`config.mk`:
```
export PLATFORM = sky130hd
export DESIGN_NAME = c64pla_select_monitor
export DESIGN_NICKNAME = d
export VERILOG_FILES = /design/src/rtl/c64pla_select_monitor.sv
export SDC_FILE = /design/constraint.sdc
export NUM_CORES = 1
export LEC_CHECK = 0
export ABC_AREA = 1
export BUFFER_PORTS_ARGS = -buffer_cell sky130_fd_sc_hd__buf_2
export CAP_MARGIN = 30
export CORE_AREA = 2 2 211 213
export CTS_BUF_LIST = sky130_fd_sc_hd__clkbuf_16
export CTS_CLUSTER_SIZE = 24
export DETAILED_ROUTE_END_ITERATION = 16
export DIE_AREA = 0 0 213 215
export HOLD_SLACK_MARGIN = 0.03
export PLACE_DENSITY = 0.53
export SLEW_MARGIN = 20
export SYNTH_ARGS = -nofsm -noshare
export SYNTH_HDL_FRONTEND = slang
export SYNTH_HIERARCHICAL = 1
export SYNTH_SLANG_ARGS = --single-unit
```
`constraint.sdc`:
```
create_clock -name clk_i -period 2.55 [get_ports clk_i]
set_clock_uncertainty 0.2 [all_clocks]
set_input_delay 0.1275 -clock clk_i [delete_from_list [all_inputs] [get_ports clk_i]]
set_output_delay 0.1275 -clock clk_i [all_outputs]
set_load 0.01 [all_outputs]
```
`src/rtl/c64pla_select_monitor.sv`:
```
// C64 PLA select monitor: synchronises active-low selects, counts activations per channel,
// and freezes the counts into a shadow bank on a 4-phase snapshot handshake.
// Optional glitch detector is built when C64PLA_GLITCH_DET_EN is defined.

module c64pla_sel_chan #(
  parameter int CNT_W       = 16,
  parameter int SYNC_STAGES = 2,
  parameter int MIN_PULSE   = 3
) (
  input  logic             clk_i,
  input  logic             rst_n,
  input  logic             sel_async,
  input  logic             count_en,
  input  logic             capture,
  output logic [CNT_W-1:0] cnt_sh,
  output logic             ovf_sh,
  output logic [7:0]       glitch_sh
);
  if (SYNC_STAGES < 2 || MIN_PULSE < 1) begin : g_bad_cfg
    $error("c64pla_sel_chan: SYNC_STAGES must be >= 2 and MIN_PULSE >= 1");
  end

  logic [SYNC_STAGES-1:0] sync_q;
  logic                   prev_q;
  logic                   sync_last, act;
  logic [CNT_W-1:0]       live_q, sh_q;
  logic                   live_ovf_q, sh_ovf_q;

  assign sync_last = sync_q[SYNC_STAGES-1];
  assign act       = prev_q & ~sync_last;

  always_ff @(posedge clk_i) begin
    if (!rst_n) begin
      sync_q <= '1;
      prev_q <= 1'b1;
    end else begin
      sync_q <= {sync_q[SYNC_STAGES-2:0], sel_async};
      prev_q <= sync_last;
    end
  end

  // An activation coinciding with capture belongs to the new window.
  always_ff @(posedge clk_i) begin
    if (!rst_n) begin
      live_q     <= '0;
      live_ovf_q <= 1'b0;
      sh_q       <= '0;
      sh_ovf_q   <= 1'b0;
    end else if (capture) begin
      sh_q       <= live_q;
      sh_ovf_q   <= live_ovf_q;
      live_q     <= (act && count_en) ? CNT_W'(1) : '0;
      live_ovf_q <= 1'b0;
    end else if (act && count_en) begin
      if (live_q == '1) live_ovf_q <= 1'b1;
      else              live_q     <= live_q + 1'b1;
    end
  end

  assign cnt_sh = sh_q;
  assign ovf_sh = sh_ovf_q;

`ifdef C64PLA_GLITCH_DET_EN
  localparam int WW = $clog2(MIN_PULSE + 1);
  logic [WW-1:0] width_q;
  logic [7:0]    gl_live_q, gl_sh_q;
  logic          rise, glitch;

  assign rise   = ~prev_q & sync_last;
  assign glitch = rise && (width_q < WW'(MIN_PULSE));

  // width_q holds the number of cycles the synced select has been low.
  always_ff @(posedge clk_i) begin
    if (!rst_n) begin
      width_q   <= '0;
      gl_live_q <= '0;
      gl_sh_q   <= '0;
    end else begin
      if (!sync_last) begin
        if (width_q != WW'(MIN_PULSE)) width_q <= width_q + 1'b1;
      end else begin
        width_q <= '0;
      end
      if (capture) begin
        gl_sh_q   <= gl_live_q;
        gl_live_q <= glitch ? 8'd1 : 8'd0;
      end else if (glitch && gl_live_q != 8'hFF) begin
        gl_live_q <= gl_live_q + 8'd1;
      end
    end
  end

  assign glitch_sh = gl_sh_q;
`else
  assign glitch_sh = '0;
`endif
endmodule

module c64pla_select_monitor #(
  parameter int NCH         = 8,
  parameter int CNT_W       = 16,
  parameter int SYNC_STAGES = 2,
  parameter int MIN_PULSE   = 3
) (
  input  logic             clk_i,
  input  logic             rst_override_n,
  input  logic [NCH-1:0]   sel_n_async,
  input  logic             count_en,
  input  logic             snap_req,
  output logic             snap_ack,
  input  logic [2:0]       rd_addr,
  input  logic             rd_glitch,
  output logic [CNT_W-1:0] rd_data,
  output logic [NCH-1:0]   ovf
);
  typedef enum logic [1:0] {IDLE, CAPTURE, ACK} state_t;

  state_t                       state_q, state_d;
  logic                         capture;
  logic [NCH-1:0][CNT_W-1:0]    cnt_sh;
  logic [NCH-1:0][7:0]          gl_sh;
  logic [CNT_W-1:0]             rd_next;

  always_ff @(posedge clk_i) begin
    if (!rst_override_n) state_q <= IDLE;
    else                 state_q <= state_d;
  end

  always_comb begin
    state_d = state_q;
    case (state_q)
      IDLE:    if (snap_req) state_d = CAPTURE;
      CAPTURE: state_d = ACK;
      ACK:     if (!snap_req) state_d = IDLE;
      default: state_d = IDLE;
    endcase
  end

  assign capture  = (state_q == CAPTURE);
  assign snap_ack = (state_q == ACK);

  for (genvar i = 0; i < NCH; i++) begin : g_ch
    c64pla_sel_chan #(
      .CNT_W(CNT_W), .SYNC_STAGES(SYNC_STAGES), .MIN_PULSE(MIN_PULSE)
    ) u_ch (
      .clk_i     (clk_i),
      .rst_n     (rst_override_n),
      .sel_async (sel_n_async[i]),
      .count_en  (count_en),
      .capture   (capture),
      .cnt_sh    (cnt_sh[i]),
      .ovf_sh    (ovf[i]),
      .glitch_sh (gl_sh[i])
    );
  end

  // Out-of-range addresses fall through to zero.
  always_comb begin
    rd_next = '0;
    for (int i = 0; i < NCH; i++)
      if (int'(rd_addr) == i) rd_next = rd_glitch ? CNT_W'(gl_sh[i]) : cnt_sh[i];
  end

  always_ff @(posedge clk_i) begin
    if (!rst_override_n) rd_data <= '0;
    else                 rd_data <= rd_next;
  end
endmodule

```
==> results of run 1 <==
==> worst max-delay path: stages (launching register included) <==
cell	delay (ns)
dfxtp_1	0.41
ha_1	0.21
nand2_2	0.10
nor2_8	0.16
nand4_1	0.50
nand3b_1	0.27
nand2_1	0.10
a21oi_2	0.11
==> worst max path at each step <==
stage,start,to,cells after the start
finish,g_ch[3].u_ch/live_q[1],g_ch[3].u_ch/live_q[2],7
detailed placement,g_ch[4].u_ch/live_q[1],g_ch[4].u_ch/live_q[2],7
global route,g_ch[2].u_ch/live_q[1],g_ch[2].u_ch/live_q[12],7
global placement,g_ch[4].u_ch/live_q[1],g_ch[4].u_ch/live_q[2],7
CTS,g_ch[4].u_ch/live_q[1],g_ch[4].u_ch/live_q[2],7
floorplan,state_q[0],g_ch[0].u_ch/live_q[11],10
==> through the flow <==
step,std cells,hold WS [ns],total power (uW)
3_5_place_dp,3154,0.116,6680
6_report,3229,0.0891,12100
3_3_place_gp,3154,0.114,6670
2_1_floorplan,2645,0.0341,6360
4_1_cts,3228,0.0631,12200
5_1_grt,3229,0.100,12600
==> per-layer routing <==
| metal | track usage (%) | vias to the layer above | part of all wire, % | routed length (um) |
|---|---|---|---|---|
| met5 | 0 | - | 0 | 0 |
| met4 | 5.78 | 0 | 2.1 | 1030 |
| met3 | 3.16 | 61 | 4.0 | 1950 |
| met2 | 33.1 | 308 | 44 | 21400 |
| met1 | 30.6 | 7252 | 50 | 23900 |
| li1 | - | 8264 | - | - |
==> power groups by stage <==
stage / clock [uW] / sequential (uW) / combinational [uW]
2_1_floorplan: 0 / 5390 / 970
3_3_place_gp: 0 / 5440 / 1230
3_5_place_dp: 0 / 5440 / 1240
4_1_cts: 5630 / 5340 / 1260
5_1_grt: 5840 / 5370 / 1430
6_report: 5460 / 5340 / 1260
==> placed cells by master (no fill, tap or decap), types with 12 or more instances in the layout <==
cell type	netlist	layout
buf_4	72	27
nand4_1	49	49
nor3_1	18	18
a21oi_2	17	17
clkbuf_16	0	39
nor2_2	34	34
inv_2	18	18
conb_1	8	64
buf_2	24	39
dfxtp_1	314	314
a21oi_1	230	230
nand3b_1	24	24
o21ai_0	152	152
nand2_4	16	16
nand2_2	26	26
nor2_4	16	17
dlygate4sd3_1	0	12
nand3_1	227	227
nor2_1	283	282
nand2_1	640	640
or2_2	28	28
inv_1	255	258
==> registers in the layout, summed over array words and instances (netlist names) <==
| signal | count |
|---|---|
| g_ch.u_ch/cnt_sh | 128 |
| g_ch.u_ch/live_q | 128 |
| g_ch.u_ch/sync_q | 16 |
| rd_data | 16 |
| g_ch.u_ch/live_ovf_q | 8 |
| g_ch.u_ch/ovf_sh | 8 |
| g_ch.u_ch/prev_q | 8 |
| state_q | 2 |
==> kinds of logic after synthesis <==
group	count (synthesis)
AO/OA/AOI/OAI	431
adder cells (fa/ha/maj)	8
buffers and inverters	435
flip-flops	314
other	8
AND/OR/NAND/NOR	1393
==> layout make-up <==
class                   instances  area, sq um  share of cell area, %
clock buffers                  39          976                   5.09
well taps                     592          741                   3.87
diodes                          1         2.50                 0.0131
inverters                     282         1080                   5.63
flip-flops and latches        314         6290                   32.8
multi-input cells            1896         9220                   48.1
repair buffers                 82          598                   3.12
clock inverters                23          262                   1.36
==> what timing repair did <==
item | CTS | global route
hold endpoints to repair | 41 | 0
hold buffers | 12 | 0
gates resized for setup | 0 | 0
==> run_results.csv, run 1 <==
group,metric,value,unit
clock_tree,cts_buffer_depth,3,
grt,antenna_found_initial,2,
critical_path,r2r_start,"g_ch[3].u_ch/live_q[1]",
clock_tree,path_clk_slew,0.06,ns
grt,grt_first_pass_wirelength,78600,um
layout,nets,2638,
placement,place_congestion,0.905,
floorplanning,fp.dieW,213,um
floorplanning,core,43600,sq um
placement,portBuffers,40,
route,postRouteAntennaNets,0,
floorplanning,rows,77,
power,pwr-share-clk,45.3,%
timing,max-slew-margin-rel,55.7,%
timing,max_slew.worst_pin.slew,0.665,ns
power,p_leak,0.00815,uW
timing,maxSlewViolCount,0,
critical_path,r2r_cells,7,
logic_synthesis,synth-xor-area-share,0,%
power,swShare,26.0,%
logic_synthesis,synthMuxAreaShare,0,%
timing,tns,0,ns
grt,grt_pass1_vias,14700,
critical_path,crit_type,"flip-flop to flip-flop",
min_path,min-delay-start,"rd_glitch",
route,drt-total-wl,48200,um
logic_synthesis,synth_area_leader_cell,"dfxtp_1",
run_status,status,"finished, final reports clean",
layout,final_core_util,43.9,%
floorplanning,start_util,39.6,%
logic_synthesis,synth.avg_cell_area,6.67,sq um
logic_synthesis,netlist_area,17300,sq um
power,ir_drop,0.459,mV
logic_synthesis,synthAdderAreaFrac,0.579,%
logic_synthesis,synth_top_family_by_area,"simple AND/OR/NAND/NOR gates",
clock_tree,cts_tree,"built",
critical_path,startpoint_type,"flip-flop",
logic_synthesis,synth-main-ff-cell,"dfxtp_1",
placement,place.detailed.hpwl,35100,um
logic_synthesis,ys_seq_area_share,36.4,%
power,power_density,629,nW/um^2
clock_tree,numCtsBuffers,38,
clock_tree,numClockSinks,314,
logic_synthesis,synth.most_common_cell,"nand2_1",
route,firstDrtPassIters,7,
floorplanning,die_y,215,um
route,viasPerCell,4.92,
grt,grt_max_degree,70,
timing,post-route-period-util,83.0,%
route,drt_iter0_drc,1258,
layout,layout-drive-gt1-share,12.3,%
critical_path,cp_data_required_time,2.84,ns
route,wl_per_cell,14.9,um
power,p_comb_share,10.4,%
route,via_count,15900,
floorplanning,dieArea,45800,sq um
logic_synthesis,synth_compound_area_share,13.3,%
power,p_int,8930,uW
logic_synthesis,synth_common_cells,"nand2_1, dfxtp_1, nor2_1, inv_1, a21oi_1",
logic_synthesis,synth_cell_type_count,37,
logic_synthesis,synthTopCellsByArea,"dfxtp_1, nand2_1, a21oi_1",
logic_synthesis,synth_edf_count,0,
min_path,hp-class,"input port to flip-flop",
critical_path,timing.rr.end,"g_ch[3].u_ch/live_q[2]",
placement,placed_area,17800,sq um
logic_synthesis,yosysWarnings,6,
timing,fin_crit,2.12,ns
clock_tree,htreeDepth,2,
clock_tree,root_buffer,"clkbuf_16",
logic_synthesis,ys_seq_elements,314,
timing,finalWorstSetupSlack,0.433,ns
grt,grt_use_total,21.3,%
timing,hold_viol,0,
clock_tree,post-cts-setup-buffers,0,
flow_run,cap_violations,0,
timing,rsz0062_at_grt,"no",
placement,post-place-ws,0.476,ns
min_path,whs_path_depth,7,
logic_synthesis,synth_cells,2589,
grt,overflow,0,
power,power.share.sequential,44.3,%
logic_synthesis,synth.top_cell.area_share,36.4,%
logic_synthesis,ys_async_sr_fraction,0,%
floorplanning,ioPinCount,41,
power,power.switching,3130,uW
layout,nFillCells,4575,
layout,finish.instance_area,19200,sq um
critical_path,crit_fanout,12,
timing,max_freq,472,MHz
clock_tree,insertion_delay,0.55,ns
timing,setup_viol,0,
critical_path,cp.arrival,2.40,ns
route,drc_errors,0,
critical_path,cp-end-kind,"flip-flop",
min_path,whs_endpoint,"rd_data[0]",
logic_synthesis,yosys.area_share.simple,38.0,%
layout,synthToLayoutAreaGrowth,10.9,%
critical_path,r2r_setup_slack,0.43,ns
No activity file was read; power rests on OpenSTA's default activity.
==> run 2: changes to the inputs <==
PLACE_DENSITY = 0.55   (was 0.53)
clock period = 1.8 ns   (was 2.55 ns; I/O delays follow)
==> run 2 against run 1 <==
Clock-buffer cell count up 2. Critical path depth down 1. Cell count up 4.1%. Register-to-register slack worse by 0.37 ns. Via count up 3.6%. Sequential power up 42%. Sequential cell count unchanged.
==> run_results.csv, run 2 (same netlist as run 1, synthesis figures left out) <==
group,metric,value,unit
route,drc_errors,0,
clock_tree,cts_tree,"built",
route,postRouteAntennaNets,0,
floorplanning,die_y,215,um
placement,portBuffers,40,
flow_run,cap_violations,0,
route,via_count,16500,
run_status,status,"finished, final reports clean",
clock_tree,insertion_delay,0.55,ns
grt,grt_max_degree,54,
timing,finalWorstSetupSlack,0.0539,ns
floorplanning,rows,77,
clock_tree,root_buffer,"clkbuf_16",
critical_path,cp-end-kind,"flip-flop",
power,p_leak,0.00883,uW
floorplanning,fp.dieW,213,um
placement,place_congestion,0.882,
timing,rsz0062_at_grt,"yes",
timing,hold_viol,0,
floorplanning,start_util,39.6,%
layout,nets,2763,
floorplanning,ioPinCount,41,
timing,post-route-period-util,97.0,%
clock_tree,cts_buffer_depth,3,
placement,post-place-ws,-0.0287,ns
clock_tree,numClockSinks,314,
timing,fin_crit,1.75,ns
critical_path,cp.arrival,1.98,ns
grt,overflow,0,
layout,nFillCells,4507,
critical_path,crit_type,"input port to flip-flop",
floorplanning,core,43600,sq um
clock_tree,path_clk_slew,0.06,ns
layout,layout-drive-gt1-share,17.3,%
placement,place.detailed.hpwl,36100,um
route,wl_per_cell,14.7,um
clock_tree,numCtsBuffers,38,
grt,grt_use_total,21.3,%
layout,final_common_cell,"nand2_1",
clock_tree,htreeDepth,2,
floorplanning,dieArea,45800,sq um
critical_path,cp_data_required_time,2.03,ns
timing,setup_viol,0,
power,power_density,847,nW/um^2
route,drt-total-wl,49500,um
critical_path,startpoint_type,"input port",
critical_path,crit_fanout,11,
grt,grt_pass1_vias,15100,
layout,most-common-layout-cells,"nand2_1, dfxtp_1, nor2_1",
route,drt_iter0_drc,1117,
grt,grt_first_pass_wirelength,78800,um
grt,antenna_found_initial,3,
timing,tns,0,ns
route,viasPerCell,4.89,
min_path,hp-class,"input port to flip-flop",
route,firstDrtPassIters,5,
layout,synthToLayoutAreaGrowth,18.8,%
timing,maxSlewViolCount,0,
power,ir_drop,0.714,mV
timing,max_freq,573,MHz
-- run 2: changes by cell type in the layout (fill, tap and decap cells not counted), sizes merged, moves of 5 or more --
| cell | previous run | this run |
|---|---|---|
| buf | 70 | 177 |
| dlygate4sd3 | 12 | 18 |
| nand2 | 690 | 696 |
| o21ai | 160 | 165 |
-- run 2: routing by layer --
layer / vias to the layer above / track usage [%] / part of all wire, %
li1: 8542 / - / -
met1: 7486 / 29.8 / 48
met2: 337 / 33.3 / 44
met3: 87 / 3.07 / 4.9
met4: 2 / 7.32 / 2.8
met5: - / 0 / 0.026
-- run 2: power by group --
| part | internal [uW] | total, uW | switching [uW] |
|---|---|---|---|
| Combinational | 734 | 2020 | 1280 |
| Sequential | 7310 | 7570 | 251 |
| Clock | 4680 | 7800 | 3120 |
-- run 2: timing repair --
item / 4_1_cts / 5_1_grt
pin swaps: 0 / 23
resized for setup: 4 / 60
hold buffers: 18 / 0
setup endpoints to repair: 9 / 108
endpoints found under the hold margin: 131 / 0
cloned: 0 / 12
buffers inserted: 0 / 27
-- run 2: area by class of cell --
class | count | area, sq um | share of cell area, %
clock inverters | 29 | 243 | 1.18
inverters | 282 | 1080 | 5.27
flip-flops and latches | 314 | 6300 | 30.7
well taps | 592 | 741 | 3.61
repair buffers | 196 | 1610 | 7.85
multi-input cells | 1907 | 9510 | 46.3
diodes | 2 | 5.00 | 0.0244
clock buffers | 41 | 1030 | 5.00
-- run 2: path summary, 6_finish.rpt --
check | cells past startpoint | to | slack (ns) | startpoint
max | 6 | g_ch[2].u_ch/sync_q[0] | 0.05 | rst_override_n
min | 7 | rd_data[12] | 0.07 | rd_addr[0]
max reg2reg | 9 | g_ch[5].u_ch/live_q[4] | 0.06 | g_ch[5].u_ch/live_q[0]
min reg2reg | 1 | g_ch[1].u_ch/sync_q[1] | 0.21 | g_ch[1].u_ch/sync_q[0]
-- run 2: worst max-delay path, cell delays in order --
cell           delay [ns]
dlygate4sd3_1        0.52
buf_4                0.22
buf_12               0.16
inv_1                0.13
or2_2                0.29
dlygate4sd3_1        0.55
-- run 2: stage by stage --
| step | util (%) | std cells | hold WS (ns) | area [sq um] | power (uW) |
|---|---|---|---|---|---|
| 6_report | 47.0 | 3363 | 0.0660 | 20500 | 17400 |
| 5_1_grt | 47.0 | 3361 | 0.0538 | 20500 | 18200 |
| 4_1_cts | 45.7 | 3322 | 0.0332 | 20000 | 17500 |
| 3_5_place_dp | 42.3 | 3234 | 0.0788 | 18500 | 9590 |
| 3_3_place_gp | 42.3 | 3234 | 0.0766 | 18500 | 9570 |
| 2_1_floorplan | - | 2645 | -0.00342 | 17500 | 9010 |
==> run 3: changes to the inputs <==
PLACE_DENSITY = 0.59   (was 0.55)
==> run 3 against run 2 <==
Die area unchanged. Non-clock buffer count grew 48. Register-to-register slack hardly changed. Critical path type is now flip-flop to flip-flop. Fmax grew 0.21%. Critical path depth up 3. Via count up 2.1%. Clock-buffer cell count fell by 1. Power grew 2.8%. Sequential share of layout area shrank 0.75 points. Highest routed layer unchanged. Wire length is 1.7% higher.
==> run_results.csv, run 3 (same netlist as run 1, synthesis figures left out) <==
group,metric,value,unit
timing,post-route-period-util,96.8,%
clock_tree,root_buffer,"clkbuf_16",
timing,rsz0062_at_grt,"yes",
route,drt-total-wl,50400,um
floorplanning,start_util,39.6,%
layout,most-common-layout-cells,"nand2_1, dfxtp_1, nor2_1",
placement,portBuffers,40,
timing,max_freq,574,MHz
floorplanning,fp.dieW,213,um
timing,finalWorstSetupSlack,0.0575,ns
grt,grt_util_met2,33.6,%
placement,place_congestion,0.929,
flow_run,cap_violations,0,
power,p_comb_share,11.9,%
min_path,min-delay-start,"rd_addr[0]",
clock_tree,path_clk_slew,0.06,ns
route,via_count,16800,
clock_tree,cts_buffer_depth,3,
grt,met3_usage,4.15,%
grt,grt_busiest_layer,"met2",
placement,placed_area,18700,sq um
clock_tree,htreeDepth,2,
power,fin_total_pwr,17900,uW
timing,max_slew.worst_pin.slew,0.797,ns
run_status,status,"finished, final reports clean",
floorplanning,rows,77,
clock_tree,numCtsBuffers,39,
power,p_leak,0.00916,uW
critical_path,cp.arrival,2.05,ns
timing,max-slew-margin-rel,46.8,%
grt,grt_pass1_vias,15500,
route,drc_errors,0,
grt,met1_usage,29.6,%
critical_path,crit_type,"flip-flop to flip-flop",
power,power.switching,4690,uW
floorplanning,dieArea,45800,sq um
critical_path,startpoint_type,"flip-flop",
grt,grt_use_total,21.6,%
grt,grt_max_degree,70,
grt,antenna_found_initial,3,
floorplanning,core,43600,sq um
route,viasPerCell,4.94,
power,swShare,26.3,%
placement,post-place-ws,-0.0259,ns
power,ir_drop,0.713,mV
critical_path,r2r_start,"state_q[0]",
min_path,hp-class,"input port to flip-flop",
timing,fin_crit,1.74,ns
critical_path,r2r_cells,9,
layout,nFillCells,4372,
critical_path,cp-end-kind,"flip-flop",
clock_tree,insertion_delay,0.56,ns
critical_path,timing.rr.end,"g_ch[7].u_ch/live_q[0]",
floorplanning,ioPinCount,41,
timing,fin_hold_ws,0.00537,ns
critical_path,r2r_setup_slack,0.06,ns
layout,finish.instance_area,21000,sq um
timing,maxSlewViolCount,0,
clock_tree,numClockSinks,314,
layout,synthToLayoutAreaGrowth,21.6,%
grt,grt_first_pass_wirelength,80400,um
layout,nets,2804,
layout,layout-drive-gt1-share,17.4,%
critical_path,crit_fanout,8,
placement,place.detailed.hpwl,35500,um
grt,overflow,0,
power,power.share.sequential,42.4,%
power,power_density,851,nW/um^2
route,drt_iter0_drc,1245,
floorplanning,die_y,215,um
route,wl_per_cell,14.8,um
critical_path,worstSetupEndpoint,"g_ch[7].u_ch/live_q[0]",
timing,hold_viol,0,
power,p_int,13200,uW
critical_path,cp_data_required_time,2.10,ns
critical_path,critPathLaunch,"state_q[0]",
clock_tree,cts_tree,"built",
timing,setup_viol,0,
power,pwr-share-clk,45.7,%
route,firstDrtPassIters,5,
route,postRouteAntennaNets,0,
layout,final_common_cell,"nand2_1",
[run 3: cell types whose count changed in the layout (fill, tap and decap cells not counted), moves of 5 or more]
cell / change
dlygate4sd3_1: +18
dfxtp_1: +5
o21ai_4: -7
buf_4: +11
buf_12: +13
[run 3: worst min path at each step]
stage | slack (ns) | cells past startpoint | end
6_report | 0.005 | 7 | rd_data[9]
5_1_grt | 0.07 | 7 | rd_data[9]
3_3_place_gp | 0.08 | 2 | g_ch[6].u_ch/sync_q[0]
2_1_floorplan | -0.003 | 1 | g_ch[0].u_ch/sync_q[0]
4_1_cts | -0.09 | 5 | g_ch[5].u_ch/live_q[10]
3_5_place_dp | 0.08 | 2 | g_ch[6].u_ch/sync_q[0]
[run 3: critical path, cell delays in order, from the launching register on]
cell and delay, ns:
dfxtp_2 0.34, inv_1 0.07, nor2_4 0.17, buf_4 0.18, clkbuf_16 0.16, buf_4 0.17
nand2_1 0.07, o21ai_0 0.08, nand3_1 0.12, a21oi_2 0.13
[run 3: routing by layer]
metal / part of all wire [%] / vias to the layer above
met5: 0.026 / -
met3: 5.2 / 100
met2: 45 / 422
met1: 47 / 7651
li1: - / 8628
met4: 3.4 / 2
[run 3: through the flow]
stage	setup TNS [ns]	instances	utilization (%)
2_1_floorplan	0	2645	-
3_3_place_gp	-0.00515	3250	42.8
3_5_place_dp	-0.0318	3250	42.8
4_1_cts	0	3361	46.8
5_1_grt	-0.198	3402	48.1
6_report	0	3404	48.1
[run 3: layout make-up]
| cell class | count | area, sq um | area share [%] |
|---|---|---|---|
| sequential | 314 | 6300 | 30.0 |
| inverter | 282 | 1090 | 5.18 |
| antenna | 2 | 5.00 | 0.0238 |
| clock buffer | 40 | 1000 | 4.77 |
| timing repair buffer | 244 | 2190 | 10.4 |
| multi-input combinational | 1899 | 9350 | 44.5 |
| clock inverter | 31 | 330 | 1.57 |
| tap | 592 | 741 | 3.53 |
[run 3: power groups by stage]
| stage | Sequential [uW] | Combinational, uW | Clock [uW] |
|---|---|---|---|
| 3_5_place_dp | 7710 | 1950 | 0 |
| 2_1_floorplan | 7630 | 1370 | 0 |
| 5_1_grt | 7610 | 2380 | 8650 |
| 3_3_place_gp | 7710 | 1940 | 0 |
| 6_report | 7570 | 2120 | 8170 |
| 4_1_cts | 7560 | 2050 | 8360 |
[run 3: timing repair]
item                                   4_1_cts  5_1_grt
resized for setup                            1       47
cloned                                       0        4
setup endpoints to repair                    1      103
pin swaps                                    0       14
setup buffers                                0       34
endpoints found under the hold margin      180       62
hold buffers                                40        4
